**config.mk**
```make
export PLATFORM = sky130hd
export DESIGN_NAME = fp_linear_decoder
export DESIGN_NICKNAME = d
export VERILOG_FILES = /design/src/rtl/fp_linear_decoder.sv
export SDC_FILE = /design/constraint.sdc
export NUM_CORES = 1
export LEC_CHECK = 0
export ABC_AREA = 1
export ABC_CLOCK_PERIOD_IN_PS = 1750
export CORE_MARGIN = 3
export CORE_UTILIZATION = 53
export DETAILED_ROUTE_END_ITERATION = 8
export PLACE_DENSITY = 0.78
export SYNTH_ARGS = -nofsm -noshare
export SYNTH_HDL_FRONTEND = slang
export SYNTH_SLANG_ARGS = --single-unit
export TNS_END_PERCENT = 5
```
**constraint.sdc**
```tcl
create_clock -name clk -period 1.75 [get_ports clk]
set_clock_uncertainty 0.1 [all_clocks]
set_input_delay 0.35 -clock clk [delete_from_list [all_inputs] [get_ports clk]]
set_output_delay 0.35 -clock clk [all_outputs]
set_load 0.005 [all_outputs]
```
**src/rtl/fp_linear_decoder.sv**
```systemverilog
// Iterative decoder for the compressed {sign, exponent, significand} format:
// D = (-1)^S * F * 2^E as an OUT_W-bit two's-complement value, one shift per clock.
module fp_linear_decoder #(
    parameter int EXP_W = 3,
    parameter int SIG_W = 4,
    parameter int OUT_W = 12
) (
    input  logic             clk,
    input  logic             rst,
    input  logic             in_valid,
    output logic             in_ready,
    input  logic             S,
    input  logic [EXP_W-1:0] E,
    input  logic [SIG_W-1:0] F,
    output logic             out_valid,
    input  logic             out_ready,
    output logic [OUT_W-1:0] D
);

    typedef enum logic [1:0] {
        IDLE,
        SHIFT,
        NEGATE,
        OUT
    } state_t;

    state_t           state_reg;
    logic [OUT_W-1:0] acc_reg;
    logic [EXP_W-1:0] cnt_reg;
    logic             sgn_reg;
    logic [OUT_W-1:0] d_reg;
    logic             out_valid_reg;
    logic             in_ready_reg;

    logic [OUT_W-1:0] f_ext;
    logic [OUT_W-1:0] signed_value;

    assign f_ext = {{(OUT_W-SIG_W){1'b0}}, F};

    // Negating a zero magnitude wraps back to zero, so there is no negative zero.
    assign signed_value = sgn_reg ? (~acc_reg + OUT_W'(1)) : acc_reg;

    always_ff @(posedge clk) begin
        if (rst) begin
            state_reg     <= IDLE;
            acc_reg       <= '0;
            cnt_reg       <= '0;
            sgn_reg       <= 1'b0;
            d_reg         <= '0;
            out_valid_reg <= 1'b0;
            in_ready_reg  <= 1'b1;
        end else begin
            case (state_reg)
                IDLE: begin
                    if (in_valid) begin
                        sgn_reg      <= S;
                        cnt_reg      <= E;
                        acc_reg      <= f_ext;
                        in_ready_reg <= 1'b0;
                        state_reg    <= (E != '0) ? SHIFT : NEGATE;
                    end
                end
                SHIFT: begin
                    acc_reg <= acc_reg << 1;
                    cnt_reg <= cnt_reg - EXP_W'(1);
                    if (cnt_reg == EXP_W'(1)) begin
                        state_reg <= NEGATE;
                    end
                end
                NEGATE: begin
                    acc_reg       <= signed_value;
                    d_reg         <= signed_value;
                    out_valid_reg <= 1'b1;
                    state_reg     <= OUT;
                end
                OUT: begin
                    // Result is held until consumed; new inputs stay blocked meanwhile.
                    if (out_ready) begin
                        out_valid_reg <= 1'b0;
                        in_ready_reg  <= 1'b1;
                        state_reg     <= IDLE;
                    end
                end
                default: begin
                    state_reg <= IDLE;
                end
            endcase
        end
    end

    assign in_ready  = in_ready_reg;
    assign out_valid = out_valid_reg;
    assign D         = d_reg;

endmodule

```
=== Word level (Yosys, flattened, before mapping) ===
Index checks and enable logic that the tools add are counted.

* Order comparisons: 0
* Bitwise logic cells: 1
* Multipliers: 0
* Eq/ne operators: 7
* Reductions and logical operators: 12
* Muxes and demuxes: 15
* $add $sub $neg: 2
* Shift-type cells: 0
* Div/mod/pow operators: 0

{| class="wikitable"
|+ Operator list
! kind !! number
|-
| 12-bit one-hot mux with 3 select lines || 1
|-
| 12-bit two-way mux || 2
|-
| 12-bit by 1-bit adder with 12-bit output, second input constant || 1
|-
| 12-bit inverter || 1
|-
| 2-bit two-way mux || 4
|-
| 2-bit one-hot mux with 4 select lines || 1
|-
| 2-bit AND reduction || 4
|-
| 2-bit != test, second input constant || 3
|-
| 3-bit one-hot mux with 2 select lines || 1
|-
| 3-bit AND reduction || 2
|-
| 2-bit nonzero test || 3
|-
| 3-bit nonzero test || 2
|-
| 2-bit == test, second input constant || 2
|-
| 1-bit one-hot mux with 2 select lines || 2
|-
| 3-bit by 1-bit == test with 1-bit output, second input constant || 1
|-
| 1-bit two-way mux || 3
|-
| 3-bit two-way mux || 1
|-
| 3-bit by 1-bit subtractor with 3-bit output, second input constant || 1
|-
| 2-bit by 1-bit == test with 1-bit output, second input constant || 1
|-
| 2-bit logical NOT || 1
|}

* Memories: 0
* Bits in registers: 32
* Word-level logic and storage cells: 44
* ROM bits: 0
* RAM bits: 0
* Bits in latches: 0
* Bits of input ports: 12
* Output and inout bits: 14

=== Depth between registers and ports, before layout ===
* Depth after elaboration: 4
* Mapped depth: 10
* Gate-level depth less buffers: 10

=== Worst setup path after synthesis ===
Ideal clock, no wire load.

* Path type: register to register
* Start: reg state_reg[0]
* End: reg acc_reg[7]
* Setup time: 0.114 ns
* Arrival time: 1.379 ns
* Cell stages (with the launch flop): 9
* Data required time: 1.536 ns
* Clock period less this slack: 1.593 ns
* Buffers on the path: 1
* Path slack: 0.157 ns
* Cell sequence: dfxtp_1 > inv_1 > ha_1 > buf_2 > inv_1 > o21ai_2 > inv_2 > nand2_1 > a21oi_2

* Word-level cells in the longest chain between the ends: 3
* Elaborated cells on any way between the ends: 7
* Classes of those cells: 3 x eq/ne; 1 x mux; 3 x reduce/logical

{| class="wikitable"
|+ RTL lines
! element !! line !! text
|-
| from (decl) || 27 || <nowiki>state_t state_reg;</nowiki>
|-
| from (signal assigned) || 60 || <nowiki>state_reg <= (E != '0) ? SHIFT : NEGATE;</nowiki>
|-
| 2-bit by 1-bit == test with 1-bit output (tied with other cells) || 53 || <nowiki>case (state_reg)</nowiki>
|-
| 3-bit nonzero test (no line) or 2-bit != test (tied branches) || n/a ||
|-
| 2-bit AND reduction (no line) || n/a ||
|-
| to (signal assigned) || 58 || <nowiki>acc_reg <= f_ext;</nowiki>
|-
| to (signal assigned) || 64 || <nowiki>acc_reg <= acc_reg << 1;</nowiki>
|-
| to (signal assigned) || 71 || <nowiki>acc_reg <= signed_value;</nowiki>
|-
| to (decl) || 28 || <nowiki>logic [OUT_W-1:0] acc_reg;</nowiki>
|}

Several ways; a longest one is shown, not always the timed one.
A chain may end at the register's enable or synchronous reset.

=== Final worst setup path ===
* Start: reg d_reg[11], in the netlist D[11]
* End: out D[11]

{| class="wikitable"
|+ RTL lines
! element !! line !! text
|-
| from (decl) || 31 || <nowiki>logic [OUT_W-1:0] d_reg;</nowiki>
|-
| from (signal assigned) || 72 || <nowiki>d_reg <= signed_value;</nowiki>
|-
| to (decl) || 17 || <nowiki>output logic [OUT_W-1:0] D</nowiki>
|}

No word-level cell between the ends.

==> results.toml <==
[layout]
diodes = 0
nNetsFinal = 305
synthToLayoutAreaGrowth_pct = 22.7
drive_gt1_share_pct = 12.2
num-fill-cells = 286

[synth]
yosysSeqAreaShare_pct = 36.6
synth_top_area_share_pct = 36.6
ys_ff_latch = 32
syn_nets = 272
synth_area_mm2 = 0.00175
yosysMostFrequentCell = "nand2_1"
syn_inst = 252
synth_area_leaders = "dfxtp_1 (37%), nand2_1 (15%), a21oi_1 (9.1%)"
async_flop_share_pct = 0
synth_top_cell_by_area = "dfxtp_1"
yosys_warnings = 0
synth-edff-count = 0
synth_commonest_cells = "nand2_1 (70), a21oi_1 (32), dfxtp_1 (32)"
synth_ff_type = "dfxtp_1"
syn_avg_cell_area_um2 = 6.95
ys_types = 25

[clocking]
cts_buffers = 5
cts_sinks = 32
clk_pin_slew_ns = 0.11
cts.htree.levels = 2
cts_buffer_depth = 2
cts_root_buf = "clkbuf_4"
cts_tree = "built"
insertion_delay_ns = 0.35
cts_hold_buffers = 0
cts_setup_buffers = 0

[die]
ios = 26
die_y_um = 63.5
coreArea_mm2 = 0.00310
start_util_pct = 56.4
dieArea_mm2 = 0.00403
std_cell_rows = 20
die_w_um = 63.5

[setup_path]
cp-end-kind = "output port"
critical_path_arrival_ns = 1.21
path_class = "register to output port"
startpoint_type = "register"
cp_num_buf_inv = 1
cpLargestDelayFamily = "buffers and inverters"
required_ns = 1.30
crit_path_cell_trace = "clkdlybuf4s50_1"
critPathMaxFanout = 2
critPathMaxStageDelay_ns = 0.51
slowest_stage = "clkdlybuf4s50_1"

[run_status]
outcome = "complete, no violations"

[timing]
slew_headroom_pct = 69.2
finalCritPeriodShare_pct = 95.1
setup_viol = 0
fmax_mhz = 601
fin_ws_ns = 0.0866
worstMarginPinSlew_ns = 0.462
timing.final.hold_violations = 0
drv_slew = 0
fin_crit_ns = 1.66
finalSetupTns_ns = 0
rsz0062_at_grt = "yes"

[job]
maxCapViolations = 0

[drt]
drt_wl_total_um = 4130
drt_iter0_drc = 143
routedWlPerCell_um = 12.5
via_count = 1743
via_per_inst = 5.28
antenna_left = 0
firstDrtPassIters = 4
remaining_drc_errors = 0

[power_and_ir_drop]
cellPowerDensity_mw_per_mm2 = 1570
power_mw = 3.37
p_leak_nw = 0.876
irDropWorstVdd_uv = 1270

[global_routing]
grt_pass1_vias = 1593
antenna_found_initial = 0
grt_pass1_wl_um = 6980
grt_remaining_overflow = 0
grt_usage_pct = 22.1
grt_max_degree = 23

[place]
hpwl_um = 3040
preCtsSetupSlack_ns = -0.121
gp_congestion = 0.894
io_buffers = 25

[worst_hold_path]
hp-class = "register to register"
[logic make-up (layout without fill, tap and decap cells)]
kind of cell | Yosys count | count (layout) | share of synthesized area (%)
AOI/OAI and AO/OA | 70 | 70 | 21.9
adders and majority gates | 8 | 8 | 5.72
buffers and inverters | 35 | 69 | 9.79
DFF | 32 | 32 | 36.6
and+or+nand+nor | 107 | 107 | 25.9
[power by group]
part	switching, mW	internal, mW	total (mW)	leakage (nW)
registers	0.129	0.885	1.01	0.261
logic	1.10	0.678	1.78	0.574
clock network	0.286	0.298	0.583	0.0412
[per-stage QoR]
| stage | std cells | util (%) | instance area, um^2 | hold WS (ns) |
|---|---|---|---|---|
| global route | 330 | 69.2 | 2150 | 0.399 |
| floorplan | 252 | - | 1750 | 0.319 |
| finish | 330 | 69.2 | 2150 | 0.369 |
| CTS | 330 | 68.8 | 2140 | 0.374 |
| global placement | 322 | 66.2 | 2050 | 0.348 |
| detailed placement | 322 | 66.2 | 2050 | 0.358 |
[cell usage in the layout, fill, tap and decap left out]
cell | Yosys | routed
nand2_1 | 70 | 70
dfxtp_1 | 32 | 32
a21oi_1 | 32 | 32
clkdlybuf4s50_1 | 0 | 25
inv_1 | 23 | 23
o21ai_0 | 20 | 20
nand3_1 | 20 | 20
buf_4 | 0 | 9
nor2_1 | 9 | 8
ha_1 | 8 | 8
clkbuf_4 | 0 | 5
o211ai_1 | 4 | 4
nor2_2 | 3 | 4
inv_2 | 4 | 4
o21ai_1 | 5 | 4
o21ai_2 | 3 | 3
nand3_2 | 2 | 2
nand2_2 | 2 | 2
a31oi_1 | 2 | 2
o22ai_1 | 1 | 1
o21ai_4 | 0 | 1
a21oi_2 | 1 | 1
o31ai_1 | 1 | 1
o21a_1 | 1 | 1
or2_2 | 1 | 1
clkinvlp_4 | 0 | 1
bufinv_16 | 0 | 1
clkinv_2 | 0 | 1
[metal layers]
metal  up-vias  global-route usage [%]  part of all wire, %
met5         -                       0                    0
met4         0                    9.43                  1.9
met3         9                    5.88                  5.5
met2        59                    39.4                   50
met1       774                    24.6                   42
li1        901                       -                    -
[final cells by class]
type | instances | area [um^2] | area share [%]
clock buffer | 5 | 37.5 | 1.75
sequential | 32 | 641 | 29.8
inverter | 27 | 101 | 4.72
clock inverter | 3 | 42.5 | 1.98
multi-input combinational | 185 | 952 | 44.3
timing repair buffer | 34 | 318 | 14.8
tap | 44 | 55.1 | 2.56
[worst paths after layout]
kind | from | endpoint | slack [ns] | depth (start not counted)
setup / recovery | D[11] | D[11] | 0.09 | 1
hold / removal | D[0] | D[0] | 0.37 | 2
setup reg to reg | state_reg[1] | acc_reg[10] | 0.09 | 7
hold reg to reg | D[0] | D[0] | 0.37 | 2
[timing repair]
item                       in CTS  in global routing
setup endpoints to repair       8                  9
resized for setup               1                  2
cloned                          0                  0
No activity file was read; power rests on OpenSTA's default activity.
